===== src/rtl/clct_busy_window_if.sv =====
// Bundles the 1st-pass selector result, the registered 1st CLCT and the busy
// window outputs that feed the 2nd-pass selector.
interface clct_busy_window_if #(
    parameter int MXHS    = 224,
    parameter int MXCFEB  = 7,
    parameter int MXKEYBX = 8,
    parameter int MXXKYB  = 10,
    parameter int MXPATB  = 7,
    parameter int MXQLTB  = 6,
    parameter int MXBNDB  = 5,
    parameter int MXPATC  = 12
);
    // best_vld is a one-clock strobe sampled on every rising edge; there is no
    // ready, the block always takes or rejects the candidate in that clock.
    logic                best_vld;
    logic                best_bsy;
    logic [MXKEYBX-1:0]  best_key;
    logic [MXXKYB-1:0]   best_subkey;
    logic [MXPATB-1:0]   best_pat;
    logic [MXQLTB-1:0]   best_qlt;
    logic [MXBNDB-1:0]   best_bend;
    logic [MXPATC-1:0]   best_carry;
    logic [MXQLTB-1:0]   qlt_thresh;

    logic                clct1_vld;
    logic [MXKEYBX-1:0]  clct1_key;
    logic [MXXKYB-1:0]   clct1_subkey;
    logic [MXPATB-1:0]   clct1_pat;
    logic [MXQLTB-1:0]   clct1_qlt;
    logic [MXBNDB-1:0]   clct1_bend;
    logic [MXPATC-1:0]   clct1_carry;
    logic [MXHS-1:0]     busy_mask;
    logic [MXCFEB-1:0]   cfeb_bsy;
    logic                window_active;
    logic [7:0]          rej_cnt;
    logic                state_dbg;

    modport master (
        output best_vld, best_bsy, best_key, best_subkey, best_pat, best_qlt,
               best_bend, best_carry, qlt_thresh,
        input  clct1_vld, clct1_key, clct1_subkey, clct1_pat, clct1_qlt,
               clct1_bend, clct1_carry, busy_mask, cfeb_bsy, window_active,
               rej_cnt, state_dbg
    );

    modport slave (
        input  best_vld, best_bsy, best_key, best_subkey, best_pat, best_qlt,
               best_bend, best_carry, qlt_thresh,
        output clct1_vld, clct1_key, clct1_subkey, clct1_pat, clct1_qlt,
               clct1_bend, clct1_carry, busy_mask, cfeb_bsy, window_active,
               rej_cnt, state_dbg
    );
endinterface


===== src/rtl/clct_busy_window.sv =====
// Captures the 1st-pass CLCT and holds a +/-SPREAD key-HS busy window for HOLD
// clocks so the 2nd-pass search skips the 1st CLCT region.
module clct_busy_window #(
    parameter int MXHS    = 224,
    parameter int MXCFEB  = 7,
    parameter int MXKEYBX = 8,
    parameter int MXXKYB  = 10,
    parameter int MXPATB  = 7,
    parameter int MXQLTB  = 6,
    parameter int MXBNDB  = 5,
    parameter int MXPATC  = 12,
    parameter int SPREAD  = 7,
    parameter int HOLD    = 3
) (
    input logic               clock,
    input logic               reset,
    clct_busy_window_if.slave bus
);
    typedef enum logic {S_IDLE = 1'b0, S_HOLD = 1'b1} state_t;

    localparam logic [3:0]                HOLD_C    = 4'(HOLD);
    localparam logic [MXKEYBX-1:0]        MXHS_K    = MXKEYBX'(MXHS);
    localparam logic signed [MXKEYBX:0]   SPREAD_S  = (MXKEYBX+1)'(SPREAD);
    localparam logic signed [MXKEYBX:0]   HS_LAST_S = (MXKEYBX+1)'(MXHS - 1);

    state_t              state, state_nxt;
    logic [3:0]          hold_cnt, cnt_nxt;
    logic [MXHS-1:0]     mask_q, mask_nxt, mask_calc;
    logic                vld_q;
    logic [MXKEYBX-1:0]  key_q;
    logic [MXXKYB-1:0]   subkey_q;
    logic [MXPATB-1:0]   pat_q;
    logic [MXQLTB-1:0]   qlt_q;
    logic [MXBNDB-1:0]   bend_q;
    logic [MXPATC-1:0]   carry_q;
    logic [7:0]          rej_q;
    logic                window_open, cand_ok, accept, reject;
    logic signed [MXKEYBX:0] key_s, lo_s, hi_s;

    // Last hold clock reopens the window so a new CLCT reloads without a gap.
    assign window_open = (state == S_IDLE) || (hold_cnt == 4'd1);
    assign cand_ok     = !bus.best_bsy && (bus.best_key < MXHS_K) &&
                         (bus.best_qlt >= bus.qlt_thresh);
    assign accept      = bus.best_vld && cand_ok && window_open;
    assign reject      = bus.best_vld && !accept;

    always_comb begin
        key_s = $signed({1'b0, bus.best_key});
        lo_s  = key_s - SPREAD_S;
        hi_s  = key_s + SPREAD_S;
        if (lo_s < 0)         lo_s = '0;
        if (hi_s > HS_LAST_S) hi_s = HS_LAST_S;
        mask_calc = '0;
        for (int i = 0; i < MXHS; i++) begin
            mask_calc[i] = (i >= int'(lo_s)) && (i <= int'(hi_s));
        end
    end

    always_comb begin
        state_nxt = state;
        cnt_nxt   = hold_cnt;
        mask_nxt  = mask_q;
        case (state)
            S_IDLE: begin
                if (accept) begin
                    state_nxt = S_HOLD;
                    cnt_nxt   = HOLD_C;
                    mask_nxt  = mask_calc;
                end
            end
            S_HOLD: begin
                if (accept) begin
                    cnt_nxt  = HOLD_C;
                    mask_nxt = mask_calc;
                end else if (hold_cnt == 4'd1) begin
                    state_nxt = S_IDLE;
                    cnt_nxt   = '0;
                    mask_nxt  = '0;
                end else begin
                    cnt_nxt = hold_cnt - 4'd1;
                end
            end
            default: begin
                state_nxt = S_IDLE;
                cnt_nxt   = '0;
                mask_nxt  = '0;
            end
        endcase
    end

    always_ff @(posedge clock or posedge reset) begin
        if (reset) begin
            state    <= S_IDLE;
            hold_cnt <= '0;
            mask_q   <= '0;
            vld_q    <= 1'b0;
            key_q    <= '0;
            subkey_q <= '0;
            pat_q    <= '0;
            qlt_q    <= '0;
            bend_q   <= '0;
            carry_q  <= '0;
            rej_q    <= '0;
        end else begin
            state    <= state_nxt;
            hold_cnt <= cnt_nxt;
            mask_q   <= mask_nxt;
            vld_q    <= accept;
            if (accept) begin
                key_q    <= bus.best_key;
                subkey_q <= bus.best_subkey;
                pat_q    <= bus.best_pat;
                qlt_q    <= bus.best_qlt;
                bend_q   <= bus.best_bend;
                carry_q  <= bus.best_carry;
            end
            if (reject && (rej_q != 8'hFF)) rej_q <= rej_q + 8'd1;
        end
    end

    always_comb begin
        bus.cfeb_bsy = '0;
        for (int c = 0; c < MXCFEB; c++) begin
            bus.cfeb_bsy[c] = |mask_q[32*c +: 32];
        end
    end

    assign bus.clct1_vld     = vld_q;
    assign bus.clct1_key     = key_q;
    assign bus.clct1_subkey  = subkey_q;
    assign bus.clct1_pat     = pat_q;
    assign bus.clct1_qlt     = qlt_q;
    assign bus.clct1_bend    = bend_q;
    assign bus.clct1_carry   = carry_q;
    assign bus.busy_mask     = mask_q;
    assign bus.window_active = (state == S_HOLD);
    assign bus.rej_cnt       = rej_q;
    assign bus.state_dbg     = state;
endmodule


===== src/flat_wrapper.sv =====
// flat-port wrapper written by rule: the top's interface ports become plain ports
module clct_busy_window_flat 
#(
    parameter int MXHS    = 224,
    parameter int MXCFEB  = 7,
    parameter int MXKEYBX = 8,
    parameter int MXXKYB  = 10,
    parameter int MXPATB  = 7,
    parameter int MXQLTB  = 6,
    parameter int MXBNDB  = 5,
    parameter int MXPATC  = 12,
    parameter int SPREAD  = 7,
    parameter int HOLD    = 3
)
  (clock, reset, bus_best_vld, bus_best_bsy, bus_best_key, bus_best_subkey, bus_best_pat, bus_best_qlt, bus_best_bend, bus_best_carry, bus_qlt_thresh, bus_clct1_vld, bus_clct1_key, bus_clct1_subkey, bus_clct1_pat, bus_clct1_qlt, bus_clct1_bend, bus_clct1_carry, bus_busy_mask, bus_cfeb_bsy, bus_window_active, bus_rej_cnt, bus_state_dbg);
  clct_busy_window_if #(.MXHS(MXHS), .MXCFEB(MXCFEB), .MXKEYBX(MXKEYBX), .MXXKYB(MXXKYB), .MXPATB(MXPATB), .MXQLTB(MXQLTB), .MXBNDB(MXBNDB), .MXPATC(MXPATC)) bus_i ();
  input logic clock;
  input logic reset;
  input wire logic [$bits(bus_i.best_vld)-1:0] bus_best_vld;
  input wire logic [$bits(bus_i.best_bsy)-1:0] bus_best_bsy;
  input wire logic [$bits(bus_i.best_key)-1:0] bus_best_key;
  input wire logic [$bits(bus_i.best_subkey)-1:0] bus_best_subkey;
  input wire logic [$bits(bus_i.best_pat)-1:0] bus_best_pat;
  input wire logic [$bits(bus_i.best_qlt)-1:0] bus_best_qlt;
  input wire logic [$bits(bus_i.best_bend)-1:0] bus_best_bend;
  input wire logic [$bits(bus_i.best_carry)-1:0] bus_best_carry;
  input wire logic [$bits(bus_i.qlt_thresh)-1:0] bus_qlt_thresh;
  output wire logic [$bits(bus_i.clct1_vld)-1:0] bus_clct1_vld;
  output wire logic [$bits(bus_i.clct1_key)-1:0] bus_clct1_key;
  output wire logic [$bits(bus_i.clct1_subkey)-1:0] bus_clct1_subkey;
  output wire logic [$bits(bus_i.clct1_pat)-1:0] bus_clct1_pat;
  output wire logic [$bits(bus_i.clct1_qlt)-1:0] bus_clct1_qlt;
  output wire logic [$bits(bus_i.clct1_bend)-1:0] bus_clct1_bend;
  output wire logic [$bits(bus_i.clct1_carry)-1:0] bus_clct1_carry;
  output wire logic [$bits(bus_i.busy_mask)-1:0] bus_busy_mask;
  output wire logic [$bits(bus_i.cfeb_bsy)-1:0] bus_cfeb_bsy;
  output wire logic [$bits(bus_i.window_active)-1:0] bus_window_active;
  output wire logic [$bits(bus_i.rej_cnt)-1:0] bus_rej_cnt;
  output wire logic [$bits(bus_i.state_dbg)-1:0] bus_state_dbg;
  assign bus_i.best_vld = bus_best_vld;
  assign bus_i.best_bsy = bus_best_bsy;
  assign bus_i.best_key = bus_best_key;
  assign bus_i.best_subkey = bus_best_subkey;
  assign bus_i.best_pat = bus_best_pat;
  assign bus_i.best_qlt = bus_best_qlt;
  assign bus_i.best_bend = bus_best_bend;
  assign bus_i.best_carry = bus_best_carry;
  assign bus_i.qlt_thresh = bus_qlt_thresh;
  assign bus_clct1_vld = bus_i.clct1_vld;
  assign bus_clct1_key = bus_i.clct1_key;
  assign bus_clct1_subkey = bus_i.clct1_subkey;
  assign bus_clct1_pat = bus_i.clct1_pat;
  assign bus_clct1_qlt = bus_i.clct1_qlt;
  assign bus_clct1_bend = bus_i.clct1_bend;
  assign bus_clct1_carry = bus_i.clct1_carry;
  assign bus_busy_mask = bus_i.busy_mask;
  assign bus_cfeb_bsy = bus_i.cfeb_bsy;
  assign bus_window_active = bus_i.window_active;
  assign bus_rej_cnt = bus_i.rej_cnt;
  assign bus_state_dbg = bus_i.state_dbg;
  clct_busy_window #(.MXHS(MXHS), .MXCFEB(MXCFEB), .MXKEYBX(MXKEYBX), .MXXKYB(MXXKYB), .MXPATB(MXPATB), .MXQLTB(MXQLTB), .MXBNDB(MXBNDB), .MXPATC(MXPATC), .SPREAD(SPREAD), .HOLD(HOLD)) u_core (.clock(clock), .reset(reset), .bus(bus_i));
endmodule

===== config.mk =====
export PLATFORM = sky130hd
export DESIGN_NAME = clct_busy_window_flat
export DESIGN_NICKNAME = d
export VERILOG_FILES = /design/src/rtl/clct_busy_window_if.sv /design/src/rtl/clct_busy_window.sv /design/src/flat_wrapper.sv
export SDC_FILE = /design/constraint.sdc
export NUM_CORES = 1
export LEC_CHECK = 0
export CORE_ASPECT_RATIO = 1.1
export CORE_MARGIN = 2
export CORE_UTILIZATION = 35
export DETAILED_ROUTE_END_ITERATION = 8
export PLACE_DENSITY = 0.69
export SYNTH_ARGS = -nofsm -noshare
export SYNTH_HDL_FRONTEND = slang
export SYNTH_SLANG_ARGS = --single-unit

===== constraint.sdc =====
create_clock -name clock -period 17.2 [get_ports clock]
set_input_delay 2.58 -clock clock [delete_from_list [all_inputs] [get_ports clock]]
set_output_delay 2.58 -clock clock [all_outputs]
set_load 0.03 [all_outputs]

# Word level (Yosys, flattened, before mapping)
# Index checks and enable logic that the tools add are counted.
[word_totals]
register_bits = 286
inputBits = 58
out_inout_bits = 290
[classes]
add_sub_neg = 4
n_lt_le_gt_ge = 452
n_eq_ne = 4
muxes = 14
n_bitwise = 1
reduce_logical = 241
[ops]
columns = ["operator", "count"]
rows = [
  ["$ge A9 B9 Y1 const A", 96],
  ["$le A9 B9 Y1 const A", 96],
  ["$mux W224", 3],
  ["$ge A8 B9 Y1 const A", 64],
  ["$le A8 B9 Y1 const A", 64],
  ["$pmux W224 S2", 1],
  ["$ge A7 B9 Y1 const A", 32],
  ["$le A7 B9 Y1 const A", 32],
  ["$logic_and A1 B1 Y1", 230],
  ["$reduce_or A32 Y1", 7],
  ["$ge A6 B9 Y1 const A", 16],
  ["$le A6 B9 Y1 const A", 16],
  ["$ge A5 B9 Y1 const A", 8],
  ["$le A5 B9 Y1 const A", 8],
  ["$ge A4 B9 Y1 const A", 4],
  ["$le A4 B9 Y1 const A", 4],
  ["$ge A3 B9 Y1 const A", 2],
  ["$le A3 B9 Y1 const A", 2],
  ["$mux W9", 2],
  ["$mux W4", 3],
  ["$add A8 B3 Y9 const B", 1],
  ["$ge A1 B9 Y1 const A", 1],
  ["$ge A2 B9 Y1 const A", 1],
  ["$gt A9 B9 Y1 const B", 1],
  ["other kinds (19)", 22],
]

# Depth between registers and ports, before layout
# Gate-level depths: netlist of run 1.
[depth]
word_depth = 8
ltp_mapped = 25

# Least setup slack after synthesis of run 1
# Ideal clock, no wire load.
[synth_path]
kind = "input port to flip-flop"
from = "input bus_best_key[0]"
to = "register u_core.mask_q[0] (netlist: u_core.bus.busy_mask[0])"
setup_ns = 0.128
arrival_ns = 6.851
required_time_ns = 17.072
path_slack_ns = 10.221
cell_stages = 24
path_cell_list = "buf_4 > buf_2 > buf_1 > inv_1 > clkbuf_1 > ha_1 > buf_4 > nor2b_1 > buf_2 > a31o_2 > clkbuf_1 > and2_1 > nand2_1 > nand2_1 > a21o_1 > ha_1 > buf_1 > o21a_1 > buf_2 > a21oi_1 > and4_1 > ha_1 > a2111oi_2 > nor2_1"
[synth_between]
elab_chain_len = 7
elab_cells_between_ends = 20
classes_between = "2 x add/sub; 5 x order compare; 2 x eq/ne; 5 x mux; 6 x reduce/logical"
[synth_rtl]
columns = ["element", "line_no", "rtl"]
rows = [
  ["start, declared", "flat_wrapper.sv:21", "input wire logic [$bits(bus_i.best_key)-1:0] bus_best_key;"],
  ["$sub A8 B3 Y9 (tied with other cells)", "clct_busy_window.sv:49", "lo_s = key_s - SPREAD_S;"],
  ["$lt A9 B1 Y1 (tied with other cells)", "clct_busy_window.sv:51", "if (lo_s < 0) lo_s = '0;"],
  ["$mux W9 (tied with other cells)", "clct_busy_window.sv:51", ""],
  ["$ge A1 B9 Y1 (tied with other cells)", "clct_busy_window.sv:55", "mask_calc[i] = (i >= int'(lo_s)) && (i <= int'(hi_s));"],
  ["$logic_and A1 B1 Y1, on equally long branches", "clct_busy_window.sv:55, clct_busy_window.sv:44", ""],
  ["$mux W224 (tied with other cells)", "clct_busy_window.sv:72", "if (accept) begin"],
  ["$pmux W224 S2 / $reduce_and A2 Y1 (equally long branches)", "--", ""],
  ["end signal, assigned", "clct_busy_window.sv:107", "mask_q <= mask_nxt;"],
  ["end, declared", "clct_busy_window.sv:28", "logic [MXHS-1:0] mask_q, mask_nxt, mask_calc;"],
]
# Parallel ways exist; a longest one is shown, timed or not. The select of a mux whose other input is x is not followed.
# A chain may end at the register's enable or synchronous reset.

# Worst setup path after layout of run 1
[layout_path]
from = "input bus_best_key[0]"
to = "register u_core.mask_q[166] (netlist: u_core.bus.busy_mask[166])"
[layout_between]
elab_chain_len = 7
elab_cells_between_ends = 20
classes_between = "2 x add/sub; 5 x order compare; 2 x eq/ne; 5 x mux; 6 x reduce/logical"
[layout_rtl]
columns = ["element", "line_no"]
rows = [
  ["$sub A8 B3 Y9 (tied with other cells)", "clct_busy_window.sv:49"],
  ["$lt A9 B1 Y1 (tied with other cells)", "clct_busy_window.sv:51"],
  ["$mux W9 (tied with other cells)", "clct_busy_window.sv:51"],
  ["$ge A9 B9 Y1 (tied with other cells)", "clct_busy_window.sv:55"],
  ["$logic_and A1 B1 Y1, on equally long branches", "clct_busy_window.sv:55, clct_busy_window.sv:44"],
  ["$mux W224 (tied with other cells)", "clct_busy_window.sv:72"],
  ["$pmux W224 S2 / $reduce_and A2 Y1 (equally long branches)", "--"],
]
# Parallel ways exist; a longest one is shown, timed or not. The select of a mux whose other input is x is not followed.

==> metrics.md, run 1 <==
| Metric | Value |
|---|---|
| Final setup fails | `0` |
| Worst R2R End | `u_core.bus.busy_mask[215]$_DFFE_PP0P_` |
| Sequential fraction of the synthesis area | `a little over two fifths` |
| Layout cells sized above 1 | `about a tenth` |
| Clock Power Share | `between 15 and 20%` |
| Crit share post-route | `between 50 and 60%` |
| Worst vdd ir | `approximately 0.14 mV` |
| Crit start category | `input pin` |
| Status | `complete, but fails checks` |
| Synth-to-Final Area Change | `34.04%` |
| CTS tree | `built` |
| Nets | `~2300` |
| Vias in the first global route | `between 15000 and 20000` |
| Worst-case reg-to-reg path depth | `9` |
| Commonest non-fill, non-tap cells in the layout | `clkdlybuf4s50_1 (347), nand2_1 (343), dfrtp_1 (286)` |
| Crit Path Class | `input pin to register` |
| Setup TNS | `0 ps` |
| Starting DRT DRC Count | `approximately 2300` |
| Crit Path Max Fanout | `23` |
| GP Congestion | `approximately 1.1` |
| Max Clk Rate | `0.1073 GHz` |
| Chip height | `231.9 um` |
| Hold WC Path Type | `register to register` |
| Worst-path clk slew | `approximately 60 ps` |
| Power per standard cell area | `183.4 nW/um2` |
| Worst-Skew Late Latency | `~570 ps` |
| Switching power share of the total | `46.28%` |
| RSZ-0062 raised after global routing | `false` |
| Flop pwr share | `a little under a third` |
| Core Rows | `83` |
| Most common cell after layout, fill and taps aside | `clkdlybuf4s50_1` |
| Leak | `about 9.3 nW` |
| Combinational share of power | `50.4%` |
| Placeable Area | `approximately 47000 um2` |
| Routed vias | `between 15000 and 20000` |
| Mapped Area | `16530 um2` |
| Aggregate routed wire length | `around 110 mm` |
| # port buffers | `347` |
| Die width | `211.2 um` |
| Antenna viol nets, final | `0` |
| Syn Nets | `1977` |
| Fin Hold WS | `around 470 ps` |
| Async SR Flop Fraction | `100.0%` |
| Initial antenna violation count | `11` |
| Syn_area_per_cell | `slightly below 9 um2` |
| Setup bufs post-CTS | `0` |
| Largest net degree at the start of global routing | `227` |
| Clock sinks | `286` |
| Total iterations of the first detailed-routing run | `7` |
| Final hold vios | `0` |
| Worst R2R Start | `u_core.hold_cnt[1]$_DFFE_PP0P_` |
| Drt drc | `0` |
| Die ar. | `a little under 50000 um2` |
| Worst Skew | `roughly 18 ps` |
| Hold path cells | `2` |
| Post_cts resized | `0` |
| P_sw | `about 1.9 mW` |
| Worst slew pin tran | `roughly 1500 ps` |
| Worst Path Arrival | `roughly 9800 ps` |
| Vias per cell | `between 6 and 7` |
| First-pass GRT wire length | `between 150 and 200 mm` |
| Clock buffer depth | `3` |
| Req. time, crit path | `approximately 18000 ps` |
| Synth Instances | `approximately 1900` |
| Synth warn | `0` |
| Max Cap Viol | `1` |
| CTS H-tree depth | `2` |
| Root Driver | `clkbuf_16` |
| GR Overflow Total | `0` |
| DP HPWL | `between 80 and 90 mm` |
| TritonCTS Buffers | `35` |
| Distinct cell type count after synthesis | `89` |
| Slew Viols, Final | `0` |
| Main flop type after synthesis | `dfrtp_1` |
| Hold Crit Start | `u_core.bus.clct1_subkey[7]$_DFFE_PP0P_` |
| # IOs | `~350` |
| Failing checks | `capacitance limit` |
| Flops & latches, synth | `286` |
| Internal | `2.182 mW` |
| Post-synth EDFFs | `0` |
| Clock period minus worst slack | `approximately 9300 ps` |
| Max-slew headroom | `less than 1%` |
| Hold buffers post-CTS | `0` |
| Tot Pwr | `slightly above 4 mW` |
| Routed len/inst | `39.72 um` |
| Hold Path Sink | `u_core.bus.clct1_subkey[7]$_DFFE_PP0P_` |
| Gr usage total | `between 40% and 50%` |
| CP Capture Type | `register` |
| Initial Utilization | `between 30% and 40%` |
| R2R setup slack | `13050 ps` |
[cell usage after synthesis, types with 9 or more instances]
library cell / number / area (um2)
nand4_1: 36 / 225.2
buf_2: 70 / 350.3
or3_1: 9 / 56.30
a221oi_1: 13 / 113.9
nor3_1: 48 / 240.2
nand3_1: 56 / 280.3
clkbuf_1: 48 / 180.2
ha_1: 13 / 162.7
nor2_1: 129 / 484.2
inv_1: 19 / 71.32
nand2b_1: 10 / 62.56
a22o_1: 77 / 674.4
and2_1: 14 / 87.58
a32o_1: 82 / 820.8
a22oi_1: 19 / 142.6
a21o_1: 19 / 142.6
buf_4: 11 / 82.58
o21ai_1: 15 / 75.07
dfrtp_1: 286 / 7157
o21ai_0: 171 / 855.8
and3_1: 9 / 56.30
nand2_1: 343 / 1287
a21oi_1: 107 / 535.5
xnor2_1: 14 / 122.6
nor4_1: 60 / 375.4
nor3_2: 10 / 100.1
a31oi_1: 29 / 181.4
o31ai_1: 14 / 105.1
or2_2: 11 / 68.82
[layer usage]
layer / global-route usage (%) / share of wire, %
met1: 54.62 / 36
met2: 66.12 / 42
met3: 17.03 / 12
met4: 36.38 / 9.0
met5: 0 / 0.079
[power by group through the flow]
stage          registers (mW)  clock network [mW]  logic, mW
2_1_floorplan            1.67                   0      0.583
3_3_place_gp             1.21                   0       2.00
3_5_place_dp             1.22                   0       2.02
4_1_cts                  1.21               0.794       2.03
5_1_grt                  1.25               0.820       2.13
6_report                 1.22               0.793       2.05
[critical path, stage by stage]
cell and delay (ps):
clkdlybuf4s50_1 410, buf_4 240, inv_1 490, ha_1 550
nor2b_1 520, a31o_2 480, and2_1 290, nand2_1 370
nand2_1 180, a21o_1 130, ha_1 230, inv_1 600
nand2_1 380, nor2_1 440, and3_1 960, nand3_1 490
a32o_1 390
[worst max-delay path by stage]
| stage | cells after the start | startpoint | to | slack [ps] |
|---|---|---|---|---|
| finish | 17 | bus_best_key[0] | u_core.bus.busy_mask[166]$_DFFE_PP0P_ | 7880 |
| global route | 17 | bus_best_key[0] | u_core.bus.busy_mask[166]$_DFFE_PP0P_ | 7850 |
| CTS | 17 | bus_best_key[0] | u_core.bus.busy_mask[166]$_DFFE_PP0P_ | 8250 |
| detailed placement | 17 | bus_best_key[0] | u_core.bus.busy_mask[166]$_DFFE_PP0P_ | 7660 |
| global placement | 17 | bus_best_key[0] | u_core.bus.busy_mask[166]$_DFFE_PP0P_ | 7800 |
| floorplan | 1 | reset | u_core.bus.busy_mask[0]$_DFFE_PP0P_ | 6730 |
[per-stage QoR]
stage / cells / utilization (%) / worst slack [ps] / area, um2
after floorplan: 1906 / - / 6728 / 16530
after global placement: 2796 / 44.89 / 7796 / 20930
after detailed placement: 2796 / 44.89 / 7660 / 20930
after CTS: 2857 / 47.45 / 8253 / 22130
after global routing: 2857 / 47.46 / 7849 / 22130
final: 2866 / 47.51 / 7882 / 22150
[state kept, by name (all words and copies together), names as in the netlist]
register / cells
u_core.bus.clct1_key: 8
u_core.bus.clct1_bend: 5
u_core.bus.clct1_vld: 1
u_core.bus.state_dbg: 1
u_core.bus.busy_mask: 224
u_core.bus.clct1_pat: 7
u_core.bus.clct1_carry: 12
u_core.hold_cnt: 4
u_core.bus.clct1_subkey: 10
u_core.bus.clct1_qlt: 6
u_core.bus.rej_cnt: 8
[area by class of cell]
cell class              count  area, um2
diodes                      9      22.52
flip-flops and latches    286       7157
inverters                  24      97.59
clock buffers              47      982.2
multi-input cells        1458       8808
clock inverters            14      209.0
fillers                  4477      24480
well taps                 595      744.5
repair buffers            433       4131
[kinds of logic after synthesis]
logic type,count (synthesis),share of synthesized area [%]
and+or+nand+nor,773,21.98
AOI/OAI and AO/OA,646,27.69
DFF,286,43.30
buffers and inverters,162,4.505
xor gates and xnor gates,24,1.408
adders and majority gates,13,0.9842
muxes,2,0.1287
No activity file was read; power rests on OpenSTA's default activity.
==> run 2, diff against run 1 <==
clock period = 9.4 ns   (was 17.2 ns; I/O delays follow)
==> metrics.md, run 2 (same netlist as run 1, synthesis figures left out) <==
| Metric | Value |
|---|---|
| Status | `complete, no violations` |
| GP Congestion | `between 1 and 1.5` |
| Clock buffer depth | `3` |
| Finished Layout Cells | `2897` |
| Chip height | `between 200 and 250 um` |
| Setup TNS | `0 ps` |
| Most common cell after layout, fill and taps aside | `clkdlybuf4s50_1` |
| Nets | `between 2000 and 2500` |
| Starting DRT DRC Count | `~3000` |
| Worst Skew | `between 15 and 20 ps` |
| Leak | `9.430 nW` |
| Initial Utilization | `35.44%` |
| # IOs | `~350` |
| Hold buffers post-CTS | `0` |
| Root Driver | `clkbuf_16` |
| Die width | `about 210 um` |
| Final hold vios | `0` |
| Critical-path top delay cell | `clkdlybuf4s50_1` |
| Multi-input gate area | `8765 um2` |
| Crit Path Class | `input pin to register` |
| Worst vdd ir | `~0.28 mV` |
| GR Overflow Total | `0` |
| Sequential standard cell area | `7157 um2` |
| Routed len/inst | `38.97 um` |
| Commonest non-fill, non-tap cells in the layout | `clkdlybuf4s50_1 (347), nand2_1 (343), dfrtp_1 (286)` |
| Worst slew pin tran | `~1400 ps` |
| Final setup fails | `0` |
| Vias per cell | `6.819` |
| Clock sinks | `between 200 and 300` |
| Core Rows | `a little over 80` |
| Slew Viols, Final | `0` |
| Worst path max stage delay | `820 ps` |
| Placeable Area | `about 47000 um2` |
| RSZ-0062 raised after global routing | `false` |
| Largest net degree at the start of global routing | `approximately 200` |
| Top delay family on crit path | `simple AND/OR/NAND/NOR gates` |
| Final-layout fill cell count | `about 4500` |
| Worst Path Arrival | `around 7500 ps` |
| DP HPWL | `between 80 and 90 mm` |
| Gr usage total | `approximately 46%` |
| CTS tree | `built` |
| Crit Path Max Fanout | `20` |
| Crit start category | `input pin` |
| Max Clk Rate | `0.1419 GHz` |
| Tot Pwr | `roughly 7.4 mW` |
| Post_cts resized | `0` |
| Layout cells sized above 1 | `between 10% and 20%` |
| Buffers plus inverters on the worst setup path | `3` |
| Power per standard cell area | `about 330 nW/um2` |
| Die ar. | `roughly 49000 um2` |
| TritonCTS Buffers | `35` |
| Initial antenna violation count | `8` |
| First-pass GRT wire length | `approximately 150 mm` |
| CTS H-tree depth | `2` |
| Clock period minus worst slack | `7045 ps` |
| CP Capture Type | `register` |
| Vias in the first global route | `19350` |
| Worst-path clk slew | `about 60 ps` |
| Routed vias | `slightly below 20000` |
| DP Cell Count | `about 2800` |
| Most used cell, CP | `nand2_1` |
| Synth-to-Final Area Change | `35.31%` |
| Worst-Skew Late Latency | `around 560 ps` |
| Max Cap Viol | `0` |
| Crit share post-route | `between 70% and 80%` |
| Max FFs per register | `between 200 and 250` |
| Critical path cell sequence | `clkdlybuf4s50_1 > inv_1 > ha_1 > nor2b_1 > a31o_2 > and2_1 > nand2_1 > nand2_1 > a21o_1 > ha_1 > inv_1 > nand2_1 > nor2_1 > and3_1 > a21boi_0 > a31oi_1 > o21ai_0` |
| Total iterations of the first detailed-routing run | `7` |
| # port buffers | `347` |
| Max-slew headroom | `4.519%` |
| Setup bufs post-CTS | `0` |
| Drt drc | `0` |
| Req. time, crit path | `9820 ps` |
| Aggregate routed wire length | `between 100 and 150 mm` |
| Hold WC Path Type | `register to register` |
| Antenna viol nets, final | `0` |
[run 2: cell types whose count changed in the layout (fill, tap and decap cells not counted), moves of 2 or more]
| cell | before | now |
|---|---|---|
| a21oi_1 | 104 | 107 |
| a21oi_2 | 7 | 4 |
| buf_4 | 85 | 119 |
| clkinv_2 | 2 | 5 |
| diode_2 | 9 | 3 |
| inv_8 | 3 | 1 |
| nor3_1 | 41 | 44 |
| nor3_2 | 15 | 13 |
[run 2: final timing paths]
| check | end | startpoint | depth (start not counted) | slack, ps |
|---|---|---|---|---|
| worst max-delay path | u_core.bus.busy_mask[177]$_DFFE_PP0P_ | bus_best_key[1] | 17 | 2350 |
| worst min-delay path | u_core.bus.clct1_pat[1]$_DFFE_PP0P_ | u_core.bus.clct1_pat[1]$_DFFE_PP0P_ | 2 | 470 |
| worst max register to register | u_core.bus.busy_mask[167]$_DFFE_PP0P_ | u_core.hold_cnt[1]$_DFFE_PP0P_ | 9 | 5820 |
| worst min register to register | u_core.bus.clct1_pat[1]$_DFFE_PP0P_ | u_core.bus.clct1_pat[1]$_DFFE_PP0P_ | 2 | 470 |
| max in group asynchronous | u_core.bus.busy_mask[163]$_DFFE_PP0P_ | reset | 3 | 6500 |
| min in group asynchronous | u_core.bus.busy_mask[126]$_DFFE_PP0P_ | reset | 2 | 1320 |
[run 2: routing by layer]
layer  global-route usage, %  wire length [um]  share of wire [%]  up-vias
met2                   66.19             47090                 42     1643
met3                   14.92             12910                 11      482
met5                   2.738               211               0.19        -
met4                   35.08             10750                9.5       12
li1                        -                 -                  -     7884
met1                   55.50             41920                 37     9735
[run 2: area by class of cell]
type / instances / area share (%)
antenna: 3 / 0.03357
clock inverter: 15 / 0.9008
timing repair buffer: 469 / 19.76
clock buffer: 47 / 4.347
inverter: 24 / 0.4364
tap: 595 / 3.329
multi-input combinational: 1458 / 39.19
sequential: 286 / 32.00
[run 2: through the flow]
step	util, %	hold WS, ps	area [um2]	setup slack, ps
floorplan	-	474.1	16530	97.70
CTS	47.94	476.3	22360	2624
global placement	45.40	457.7	21170	2269
finish	47.96	471.5	22360	2355
detailed placement	45.43	461.2	21180	2072
global route	47.95	495.1	22360	2177
[run 2: power breakdown]
group	switching (mW)	internal, mW	total [mW]
clock	0.585	0.842	1.43
sequential	0.498	1.73	2.22
combinational	2.33	1.43	3.76
total	3.42	4.00	7.41
[run 2: worst register-to-register path, stage by stage, from the launching register on]
cell and delay [ps]:
dfrtp_1 390, inv_1 100, ha_1 210, a21boi_0 100, buf_4 180, nor3_1 420, nand2_1 520, nor2_1 880
o311ai_0 550, nand2_1 160
